`src/rtl/mem_port_arbiter.sv`:
```
`default_nettype none
// +----------------------------------------------------------------------------+
// | Module   : mem_port_arbiter                                                |
// | Purpose  : Shares one single-port word memory between an instruction-fetch |
// |            requester (i_*) and a data load/store requester (d_*). One      |
// |            transaction at a time, req/ack handshake per requester, read    |
// |            data registered back to the requester that was served.          |
// | Ports    : clk, rst            - clock, synchronous active-high reset      |
// |            i_req/i_addr        - fetch request and word address            |
// |            i_ack/i_rdata       - fetch done pulse and registered data      |
// |            d_req/d_we/d_addr/  - data request, 1=store, address, store     |
// |            d_wdata               data                                      |
// |            d_ack/d_rdata       - data done pulse and registered load data  |
// |            mem_addr/mem_wdata/ - memory address, write data, write strobe, |
// |            mem_wr/mem_read       read enable                               |
// |            mem_rdata           - memory combinational read data            |
// |            busy                - a transaction is in flight                |
// |            owner               - 0=fetch, 1=data; current/last served      |
// | Config   : MEM_ARB_RR_EN defined -> round-robin on simultaneous requests;  |
// |            undefined -> fixed priority, data wins.                         |
// | Revision : 1.0 - initial release                                           |
// +----------------------------------------------------------------------------+
module mem_port_arbiter #(
   parameter int ADDR_W   = 5,
   parameter int DATA_W   = 32,
   parameter int WAIT_CYC = 1
) (
   input  logic              clk,
   input  logic              rst,
   input  logic              i_req,
   input  logic [ADDR_W-1:0] i_addr,
   output logic              i_ack,
   output logic [DATA_W-1:0] i_rdata,
   input  logic              d_req,
   input  logic              d_we,
   input  logic [ADDR_W-1:0] d_addr,
   input  logic [DATA_W-1:0] d_wdata,
   output logic              d_ack,
   output logic [DATA_W-1:0] d_rdata,
   output logic [ADDR_W-1:0] mem_addr,
   output logic [DATA_W-1:0] mem_wdata,
   output logic              mem_wr,
   output logic              mem_read,
   input  logic [DATA_W-1:0] mem_rdata,
   output logic              busy,
   output logic              owner
);

   // Counter only has to hold WAIT_CYC-1 down to 0.
   localparam int               CNT_W    = (WAIT_CYC > 1) ? $clog2(WAIT_CYC) : 1;
   localparam logic [CNT_W-1:0] CNT_LOAD = CNT_W'(WAIT_CYC - 1);

   localparam logic [1:0] S_IDLE   = 2'd0;
   localparam logic [1:0] S_ACCESS = 2'd1;
   localparam logic [1:0] S_RESP   = 2'd2;

   logic [1:0]        state;
   logic [1:0]        state_nxt;
   logic [CNT_W-1:0]  cnt;
   logic [ADDR_W-1:0] lat_addr;
   logic [DATA_W-1:0] lat_wdata;
   logic              lat_we;
   logic              any_req;
   logic              grant_d;

   assign any_req = i_req | d_req;

`ifdef MEM_ARB_RR_EN
   // On a tie the requester that was not served last wins; owner resets to
   // fetch, so data takes the first tie after reset.
   assign grant_d = d_req & (~i_req | ~owner);
`else
   assign grant_d = d_req;
`endif

   // State register
   always_ff @(posedge clk) begin
      if (rst) begin
         state <= S_IDLE;
      end else begin
         state <= state_nxt;
      end
   end

   // Next-state logic
   always_comb begin
      state_nxt = state;
      case (state)
         S_IDLE:   if (any_req) state_nxt = S_ACCESS;
         S_ACCESS: if (cnt == '0) state_nxt = S_RESP;
         S_RESP:   state_nxt = S_IDLE;
         default:  state_nxt = S_IDLE;
      endcase
   end

   // Request latch, wait counter and read-data capture. Inputs are only looked
   // at in IDLE, so a requester may drop req or change address after grant.
   always_ff @(posedge clk) begin
      if (rst) begin
         cnt       <= '0;
         lat_addr  <= '0;
         lat_wdata <= '0;
         lat_we    <= 1'b0;
         owner     <= 1'b0;
         i_rdata   <= '0;
         d_rdata   <= '0;
      end else begin
         case (state)
            S_IDLE: begin
               if (any_req) begin
                  owner     <= grant_d;
                  lat_addr  <= grant_d ? d_addr : i_addr;
                  lat_wdata <= grant_d ? d_wdata : '0;
                  lat_we    <= grant_d & d_we;
                  cnt       <= CNT_LOAD;
               end
            end
            S_ACCESS: begin
               if (cnt != '0) begin
                  cnt <= cnt - CNT_W'(1);
               end else if (!lat_we) begin
                  if (owner) begin
                     d_rdata <= mem_rdata;
                  end else begin
                     i_rdata <= mem_rdata;
                  end
               end
            end
            default: ;
         endcase
      end
   end

   // Output logic. The write strobe is confined to the final ACCESS cycle so a
   // store commits exactly once; both strobes are masked while rst is high.
   always_comb begin
      busy      = (state != S_IDLE);
      i_ack     = 1'b0;
      d_ack     = 1'b0;
      mem_addr  = '0;
      mem_wdata = '0;
      mem_read  = 1'b0;
      mem_wr    = 1'b0;
      case (state)
         S_ACCESS: begin
            mem_addr  = lat_addr;
            mem_wdata = lat_wdata;
            mem_read  = ~lat_we & ~rst;
            mem_wr    = lat_we & (cnt == '0) & ~rst;
         end
         S_RESP: begin
            i_ack = ~owner;
            d_ack = owner;
         end
         default: ;
      endcase
   end

endmodule
`default_nettype wire

```
`config.mk`:
```
export PLATFORM = sky130hd
export DESIGN_NAME = mem_port_arbiter
export DESIGN_NICKNAME = d
export VERILOG_FILES = /design/src/rtl/mem_port_arbiter.sv
export SDC_FILE = /design/constraint.sdc
export NUM_CORES = 1
export LEC_CHECK = 0
export CORE_UTILIZATION = 41
export CTS_CLUSTER_SIZE = 14
export DETAILED_ROUTE_END_ITERATION = 8
export GPL_ROUTABILITY_DRIVEN = 0
export PLACE_DENSITY = 0.76
export SLEW_MARGIN = 15
export SYNTH_ARGS = -nofsm -noshare
export SYNTH_HDL_FRONTEND = slang
export SYNTH_SLANG_ARGS = --single-unit
```
`constraint.sdc`:
```
create_clock -name clk -period 1.9 [get_ports clk]
set_clock_uncertainty 0.2 [all_clocks]
set_input_delay 0.38 -clock clk [delete_from_list [all_inputs] [get_ports clk]]
set_output_delay 0.38 -clock clk [all_outputs]
set_load 0.01 [all_outputs]
```
Word-level counts from Yosys, hierarchy flattened:

Index checks and enable logic that the tools add are counted.

* bitwise gates (word level): 9
* add/subtract/negate cells: 1
* reductions and logical operators: 8
* equal/unequal tests: 4
* mux-type cells: 14

Operators by type and width (number)
* 32-bit 2-to-1 mux: 2
* 5-bit 2-to-1 mux: 2
* 4-bit AND reduction: 2
* 1-bit 2-to-1 mux: 6
* 2-bit AND reduction: 3
* 1-bit bitwise AND: 4
* 2-bit 2-to-1 mux: 2
* 2-bit inequality test (second input constant): 2
* 1-bit inverter: 4
* 2-bit one-hot mux with 2 select lines: 1
* 2-bit nonzero test: 2
* 2-bit by 1-bit equality test with 1-bit output (second input constant): 1
* 2-bit equality test (second input constant): 1
* 2-bit logical NOT: 1
* 1-bit one-hot mux with 2 select lines: 1
* 1-bit OR: 1
* 1-bit subtractor (second input constant): 1

* input port bits: 79
* output and inout port bits: 107
* word-level logic and storage cells: 44
* register bits after elaboration: 106

Logic depth before layout (Yosys ltp):

Gate-level depths: netlist (run 1).

* word-level depth: 4
* gate-level depth with buffers: 6
* gate-level depth less buffers: 4

Worst setup path after synthesis (run 1):

No wires, ideal clock.

* path kind: register to output
* start: register state[0]
* end: output port mem_addr[2]
* cell stages (with the launch flop): 6
* data arrival time: 1.173 ns
* buffers on the path: 3
* required time: 1.320 ns
* setup slack: 0.147 ns
* path through: dfxtp_1 buf_4 nor2b_1 clkbuf_1 clkbuf_1 and2_1

* longest elaborated chain between the ends: 2

Ends and longest elaborated chain
* start: declaration: line 57 `logic [1:0] state;`
* start signal: assignment: line 81 `state <= state_nxt;`
* 2-bit by 1-bit equality test with 1-bit output: line 144 `case (state)`
* 5-bit 2-to-1 mux: line 144
* end: declaration: line 40 `output logic [ADDR_W-1:0] mem_addr,`

No other way between the ends.

Worst setup path in the final report (run 1):

* start: register state[1]
* end: output port mem_wdata[21]

* longest elaborated chain between the ends: 2

Ends and longest elaborated chain
* 2-bit by 1-bit equality test with 1-bit output: line 144
* 32-bit 2-to-1 mux: line 144
* end: declaration: line 41 `output logic [DATA_W-1:0] mem_wdata,`

No other way between the ends.

==> results.tsv, run 1 <==
stage	metric	value	unit
worst_setup_path	crit path from	state[1]$_SDFFE_PP0P_	
clock_network	Max clock buf depth	2	
synthesis	flops & latches, synth	105	
die	die footprint	10300	µm²
synthesis	post-synthesis compound-gate area fraction	0.178	
power_and_ir_drop	Design Power	0.00462	W
power_and_ir_drop	worst vdd ir	342	µV
placed_design	IO buf count	185	
synthesis	Avg Cell Area, Syn	7.94	µm²
status	failing checks	setup timing	
die	I/O pin count	186	
clock_network	Root Buffer	clkbuf_8	
worst_setup_path	Setup CP Type	register to primary output	
clock_network	H-tree depth	3	
clock_network	CTS sink count	105	
worst_setup_path	CP max FO	19	
die	row cnt	35	
hold_path	Min-Delay Path Class	register to register	
run	maxcap violations	0	
worst_setup_path	WP data required	1320	ps
grt	vias in the first global route	3912	
worst_setup_path	r2r startpoint	state[0]$_SDFFE_PP0P_	
finish	fraction of layout cells with a size suffix above 1	0.145	
routing	Iteration-0 DRC Markers	138	
die	initial core utilization	0.432	
die	die height	102	µm
clock_network	CTS tree	built	
timing	final worst setup slack	-21.9	ps
worst_setup_path	Critical Path Max Stage Delay	380	ps
timing	number of max-slew violations in the final report	0	
worst_setup_path	critical path cell sequence	nor2b_4 > buf_6 > and2_1 > buf_2	
finish	Area growth, synth to finish	53.3	%
timing	fin crit period	1920	ps
grt	initial antenna violation count	0	
grt	total grt overflow	0	
die	Die Width	102	µm
timing	Hold Fails Final Rpt	0	
synthesis	Simple-Gate Fraction of Synth Area	0.239	
routing	Via Count	4025	
power_and_ir_drop	Power Dens Cells	741	nW/µm²
worst_setup_path	Arr. time, crit path	1340	ps
finish	Final #Nets	770	
synthesis	Post-Synth XOR/XNOR Area	0	
grt	largest net degree at the start of global routing	85	
placed_design	Detailed Place HPWL	8030	µm
synthesis	Post-Syn Nets	591	
grt	GRT Total Usage	0.229	
timing	Tcrit/Tclk final	1.01	
timing	worst-margin pin slew	867	ps
synthesis	Distinct cells, synth	26	
worst_setup_path	CP max stage cell	dfxtp_4	
routing	Post-route DRC	0	
finish	Design Area, Final	6230	µm²
synthesis	main combinational cell family by area after synthesis	simple AND/OR/NAND/NOR gates	
timing	final setup vio count	8	
routing	First-pass DRT Iterations	4	
routing	final WL	11600	µm
clock_network	Clock transition at path regs	100	ps
worst_setup_path	Worst setup SP type	register	
timing	maximum clock rate	0.520	GHz
synthesis	Synth Area in Adders	0	
placed_design	Placed Area	6100	µm²
timing	RSZ-0062 raised after global routing	true	
power_and_ir_drop	static leakage power	2.43	nW
synthesis	ys flop type	dfxtp_1	
timing	max_slew headroom	0.422	
clock_network	clock latency on the worst-skew pair	350	ps
clock_network	Num CTS Buffers	9	
routing	antenna viol nets, final	0	
routing	wire length per cell	14.1	µm
die	core area	9420	µm²
hold_path	worst hold start	i_rdata[15]$_SDFFE_PP0P_	
grt	first-pass GRT wire length	18600	µm
worst_setup_path	Worst setup EP type	primary output	
synthesis	Mapped Cells	512	
synthesis	Async S/R FF share, synth	0	
synthesis	synthesized area	4070	µm²
synthesis	Yosys warning count	0	
synthesis	post-synthesis mux area share	0.0123	
routing	Via density	4.88	
status	status	complete, but fails checks	
finish	Ant. Diodes	0	
synthesis	sequential fraction of the synthesis area	0.517	
synthesis	EDFF count, synth	0	
sequential cells by signal, indices dropped and copies added, names as in the netlist:
register and flops:
d_rdata 32, i_rdata 32, lat_addr 5, lat_wdata 32, lat_we 1, owner 1, state 2
logic make-up after synthesis:
kind of cell,count (synthesis)
muxes,5
AOI/OAI and AO/OA,142
buffers and inverters,44
DFF,105
and+or+nand+nor,216
worst max-delay path, delay by kind of cell, from the launching register on:
family | cells | cell delay [ps]
buf+inv | 2 | 320
flops | 1 | 380
simple gates | 2 | 290
power by group:
group          leakage, nW  internal [W]  switching, W
Clock                0.101      0.000624      0.000769
Combinational         1.48      0.000447      0.000398
Sequential           0.857       0.00232     0.0000638
area by class of cell:
class,instances,area [µm²]
Clock inverter,7,77.6
Timing Repair Buffer,211,1940
Inverter,1,6.26
Tap cell,129,161
Fill cell,771,3180
Clock buffer,9,124
Sequential cell,105,2110
Multi-Input combinational cell,363,1820
synth_stat cells, drive strengths merged (2+ instances only):
| master | number | area share |
|---|---|---|
| nor3b | 2 | 0.0049 |
| a21oi | 103 | 0.13 |
| o21ai | 34 | 0.042 |
| mux2i | 5 | 0.012 |
| dfxtp | 105 | 0.52 |
| nand2 | 162 | 0.15 |
| a211oi | 5 | 0.0092 |
| and2 | 38 | 0.058 |
| nor3 | 2 | 0.0025 |
| nor2 | 4 | 0.0055 |
| clkbuf | 23 | 0.022 |
| buf | 20 | 0.031 |
per-stage QoR:
step	hold slack [ps]	setup WS, ps	TNS (ps)	utilization	std cells
2_1_floorplan	245	147	0	-	512
3_3_place_gp	241	-77.9	-2430	0.648	802
4_1_cts	227	-62.6	-1990	0.661	824
6_report	256	-21.9	-56.8	0.662	825
5_1_grt	274	-91.2	-2700	0.662	825
3_5_place_dp	246	-111	-3350	0.648	802
cells in the final DEF (no fill, tap or decap), types with 2 or more instances in the layout:
| cell type | synthesis | layout |
|---|---|---|
| inv_6 | 0 | 3 |
| buf_6 | 4 | 6 |
| buf_4 | 1 | 17 |
| dlymetal6s2s_1 | 0 | 3 |
| nor2_4 | 1 | 2 |
| mux2i_1 | 5 | 5 |
| and2_1 | 38 | 34 |
| and2_4 | 0 | 4 |
| a211oi_1 | 5 | 5 |
| a21oi_1 | 103 | 103 |
| o21ai_0 | 34 | 34 |
| clkdlybuf4s50_1 | 0 | 138 |
| nand2_1 | 162 | 162 |
| buf_12 | 0 | 5 |
| dfxtp_1 | 105 | 103 |
| buf_2 | 15 | 39 |
| clkbuf_8 | 0 | 9 |
| nor3_1 | 2 | 2 |
repair_timing:
| item | CTS | global route |
|---|---|---|
| pin swaps | 1 | 3 |
| hold endpoints to repair | 1 | 0 |
| hold buffers | 1 | 0 |
| buffers inserted | 4 | 3 |
| gates resized for setup | 185 | 13 |
| setup endpoints to repair | 43 | 43 |
| gates cloned | 1 | 0 |
per-layer routing:
| metal | global-route usage | part of all wire | vias up |
|---|---|---|---|
| li1 | - | - | 2029 |
| met2 | 0.390 | 0.48 | 151 |
| met5 | 0 | 0 | - |
| met3 | 0.0552 | 0.075 | 15 |
| met4 | 0.0792 | 0.017 | 0 |
| met1 | 0.281 | 0.43 | 1830 |
worst paths after layout:
check	cells past startpoint	to	slack [ps]
worst max-delay path	4	mem_wdata[21]	-20
worst min register to register	2	i_rdata[15]$_SDFFE_PP0P_	260
worst max register to register	7	lat_addr[4]$_SDFFE_PP0P_	100
worst min-delay path	2	i_rdata[15]$_SDFFE_PP0P_	260
Note: power is estimated with default switching activity, not from simulation.
==> run 2, diff against run 1 <==
Settings changed: MAX_ROUTING_LAYER set to met4.
==> results.tsv, run 2 (synthesized netlist as in run 1, its figures left out) <==
stage	metric	value	unit	change
status	status	complete, but fails checks		
status	failing checks	setup timing		
routing	Post-route DRC	0		unchanged
routing	final WL	11600	µm	about the same
worst_setup_path	FF-to-FF setup slack	130	ps	+30 ps
routing	antenna viol nets, final	0		unchanged
hold_path	Hold EP	i_rdata[4]$_SDFFE_PP0P_		
grt	total grt overflow	0		unchanged
worst_setup_path	r2r startpoint	state[1]$_SDFFE_PP0P_		
finish	Design Area, Final	6220	µm²	-0.22%
timing	fin crit period	1920	ps	+3.02 ps
finish	Ant. Diodes	0		unchanged
grt	GRT Total Usage	0.237		+0.00827
worst_setup_path	Setup CP Type	register to primary output		
finish	most common cell after layout, fill and taps aside	nand2_1		
finish	FF/Latch Area	2110	µm²	unchanged
worst_setup_path	Worst setup SP type	register		
routing	Via density	4.91		+0.54%
timing	Tcrit/Tclk final	1.01		+0.00159
hold_path	Min-Delay Path Class	register to register		
routing	wire length per cell	14.1	µm	+0.10%
power_and_ir_drop	worst vdd ir	346	µV	+1.3%
timing	worst-margin pin slew	856	ps	-10.6 ps
grt	largest net degree at the start of global routing	85		unchanged
worst_setup_path	Worst setup EP type	primary output		
die	Die Width	102	µm	unchanged
worst_setup_path	CP max FO	19		unchanged
finish	fraction of layout cells with a size suffix above 1	0.144		-0.00123
worst_setup_path	RR Endpoint	d_rdata[11]$_SDFFE_PP0P_		
grt	initial antenna violation count	0		unchanged
run	maxcap violations	0		unchanged
clock_network	CTS sink count	105		unchanged
routing	Iteration-0 DRC Markers	151		+9.4%
grt	first-pass GRT wire length	18600	µm	+0.15%
grt	vias in the first global route	3912		unchanged
clock_network	Num CTS Buffers	9		unchanged
clock_network	clock latency on the worst-skew pair	360	ps	about the same
die	row cnt	35		unchanged
die	die footprint	10300	µm²	unchanged
routing	First-pass DRT Iterations	4		unchanged
worst_setup_path	FF-to-FF path depth	6		-1
hold_path	worst hold start	i_rdata[4]$_SDFFE_PP0P_		
power_and_ir_drop	Power Dens Cells	742	nW/µm²	+0.14%
timing	Hold Fails Final Rpt	0		unchanged
timing	final setup vio count	13		+5
die	I/O pin count	186		unchanged
die	die height	102	µm	unchanged
timing	max_slew headroom	0.429		+0.00709
clock_network	Clock transition at path regs	90	ps	about the same
worst_setup_path	WP data required	1320	ps	about the same
timing	final worst setup slack	-24.9	ps	-3.02 ps
timing	number of max-slew violations in the final report	0		unchanged
finish	area of the multi-input gates	1820	µm²	unchanged
placed_design	IO buf count	185		unchanged
finish	leading cell types in the layout, fill and taps excluded	nand2_1, clkdlybuf4s50_1, a21oi_1, dfxtp_1, buf_2		
die	initial core utilization	0.432		unchanged
clock_network	H-tree depth	3		unchanged
finish	Fill cells	770		-0.13%
hold_path	hold path cells	2		unchanged
worst_setup_path	Arr. time, crit path	1340	ps	about the same
timing	final hold slack	256	ps	+0.280 ps
placed_design	Placed Area	6100	µm²	unchanged
clock_network	CTS tree	built		
finish	Top Registers	d_rdata x32, i_rdata x32, lat_wdata x32		
routing	Via Count	4042		+0.42%
placed_design	Detailed Place HPWL	8030	µm	unchanged
timing	final setup TNS	-96.7	ps	-39.9 ps
timing	RSZ-0062 raised after global routing	true		
die	core area	9420	µm²	unchanged
finish	Final #Nets	769		-0.13%
power_and_ir_drop	static leakage power	2.48	nW	+1.8%
finish	Area growth, synth to finish	53.0	%	
clock_network	Max clock buf depth	2		unchanged
timing	maximum clock rate	0.520	GHz	-0.16%
clock_network	Root Buffer	clkbuf_8		
-- run 2: cell types whose count changed in the layout (fill, tap and decap cells not counted), sizes merged --
cell and change:
clkinv +1, dlymetal6s2s +3, buf -1, clkdlybuf4s50 -3
inv -1
-- run 2: metal layers --
layer | track usage | up-vias | share of wire
li1 | - | 2030 | -
met1 | 0.288 | 1844 | 0.44
met2 | 0.391 | 153 | 0.48
met3 | 0.0518 | 15 | 0.068
met4 | 0.0725 | 0 | 0.017
met5 | - | - | 0
-- run 2: worst max path at each step --
stage / startpoint / to / slack (ps)
2_1_floorplan: state[0]$_SDFFE_PP0P_ / mem_addr[2] / 150
3_3_place_gp: state[0]$_SDFFE_PP0P_ / mem_wdata[11] / -80
3_5_place_dp: state[0]$_SDFFE_PP0P_ / mem_wdata[18] / -110
4_1_cts: state[0]$_SDFFE_PP0P_ / mem_addr[3] / -60
5_1_grt: state[0]$_SDFFE_PP0P_ / mem_wdata[24] / -100
6_report: state[1]$_SDFFE_PP0P_ / mem_wdata[21] / -20
-- run 2: report_power, final --
group / leakage, nW / internal, W / total [W] / switching, W
logic: 1.52 / 0.000439 / 0.000834 / 0.000395
registers: 0.857 / 0.00232 / 0.00238 / 0.0000634
clock network: 0.101 / 0.000624 / 0.00140 / 0.000777
total: 2.48 / 0.00338 / 0.00461 / 0.00124
-- run 2: worst max-delay path, stage by stage, from the launching register on --
cell and delay (ps):
dfxtp_4 380, nor2b_4 130, buf_6 190, and2_1 160
buf_2 130
-- run 2: final cells by class --
type | count | area share
clock inverter | 7 | 0.0125
clock buffer | 9 | 0.0199
tap | 129 | 0.0259
sequential | 105 | 0.339
inverter | 1 | 0.000805
multi-input combinational | 363 | 0.292
timing repair buffer | 210 | 0.310
-- run 2: what timing repair did --
action | in CTS | in global routing
hold endpoints to repair | 1 | 0
cloned | 1 | 0
resized for setup | 185 | 15
pin swaps | 1 | 2
setup buffers | 4 | 2
setup endpoints to repair | 43 | 46
hold buffers | 1 | 0
-- run 2: stage by stage --
stage | std cells | power [W] | utilization | worst slack [ps]
5_1_grt | 824 | 0.00485 | 0.661 | -95.3
2_1_floorplan | 512 | 0.00279 | - | 147
6_report | 824 | 0.00461 | 0.661 | -24.9
4_1_cts | 824 | 0.00467 | 0.661 | -62.6
3_5_place_dp | 802 | 0.00326 | 0.648 | -111
3_3_place_gp | 802 | 0.00324 | 0.648 | -77.9
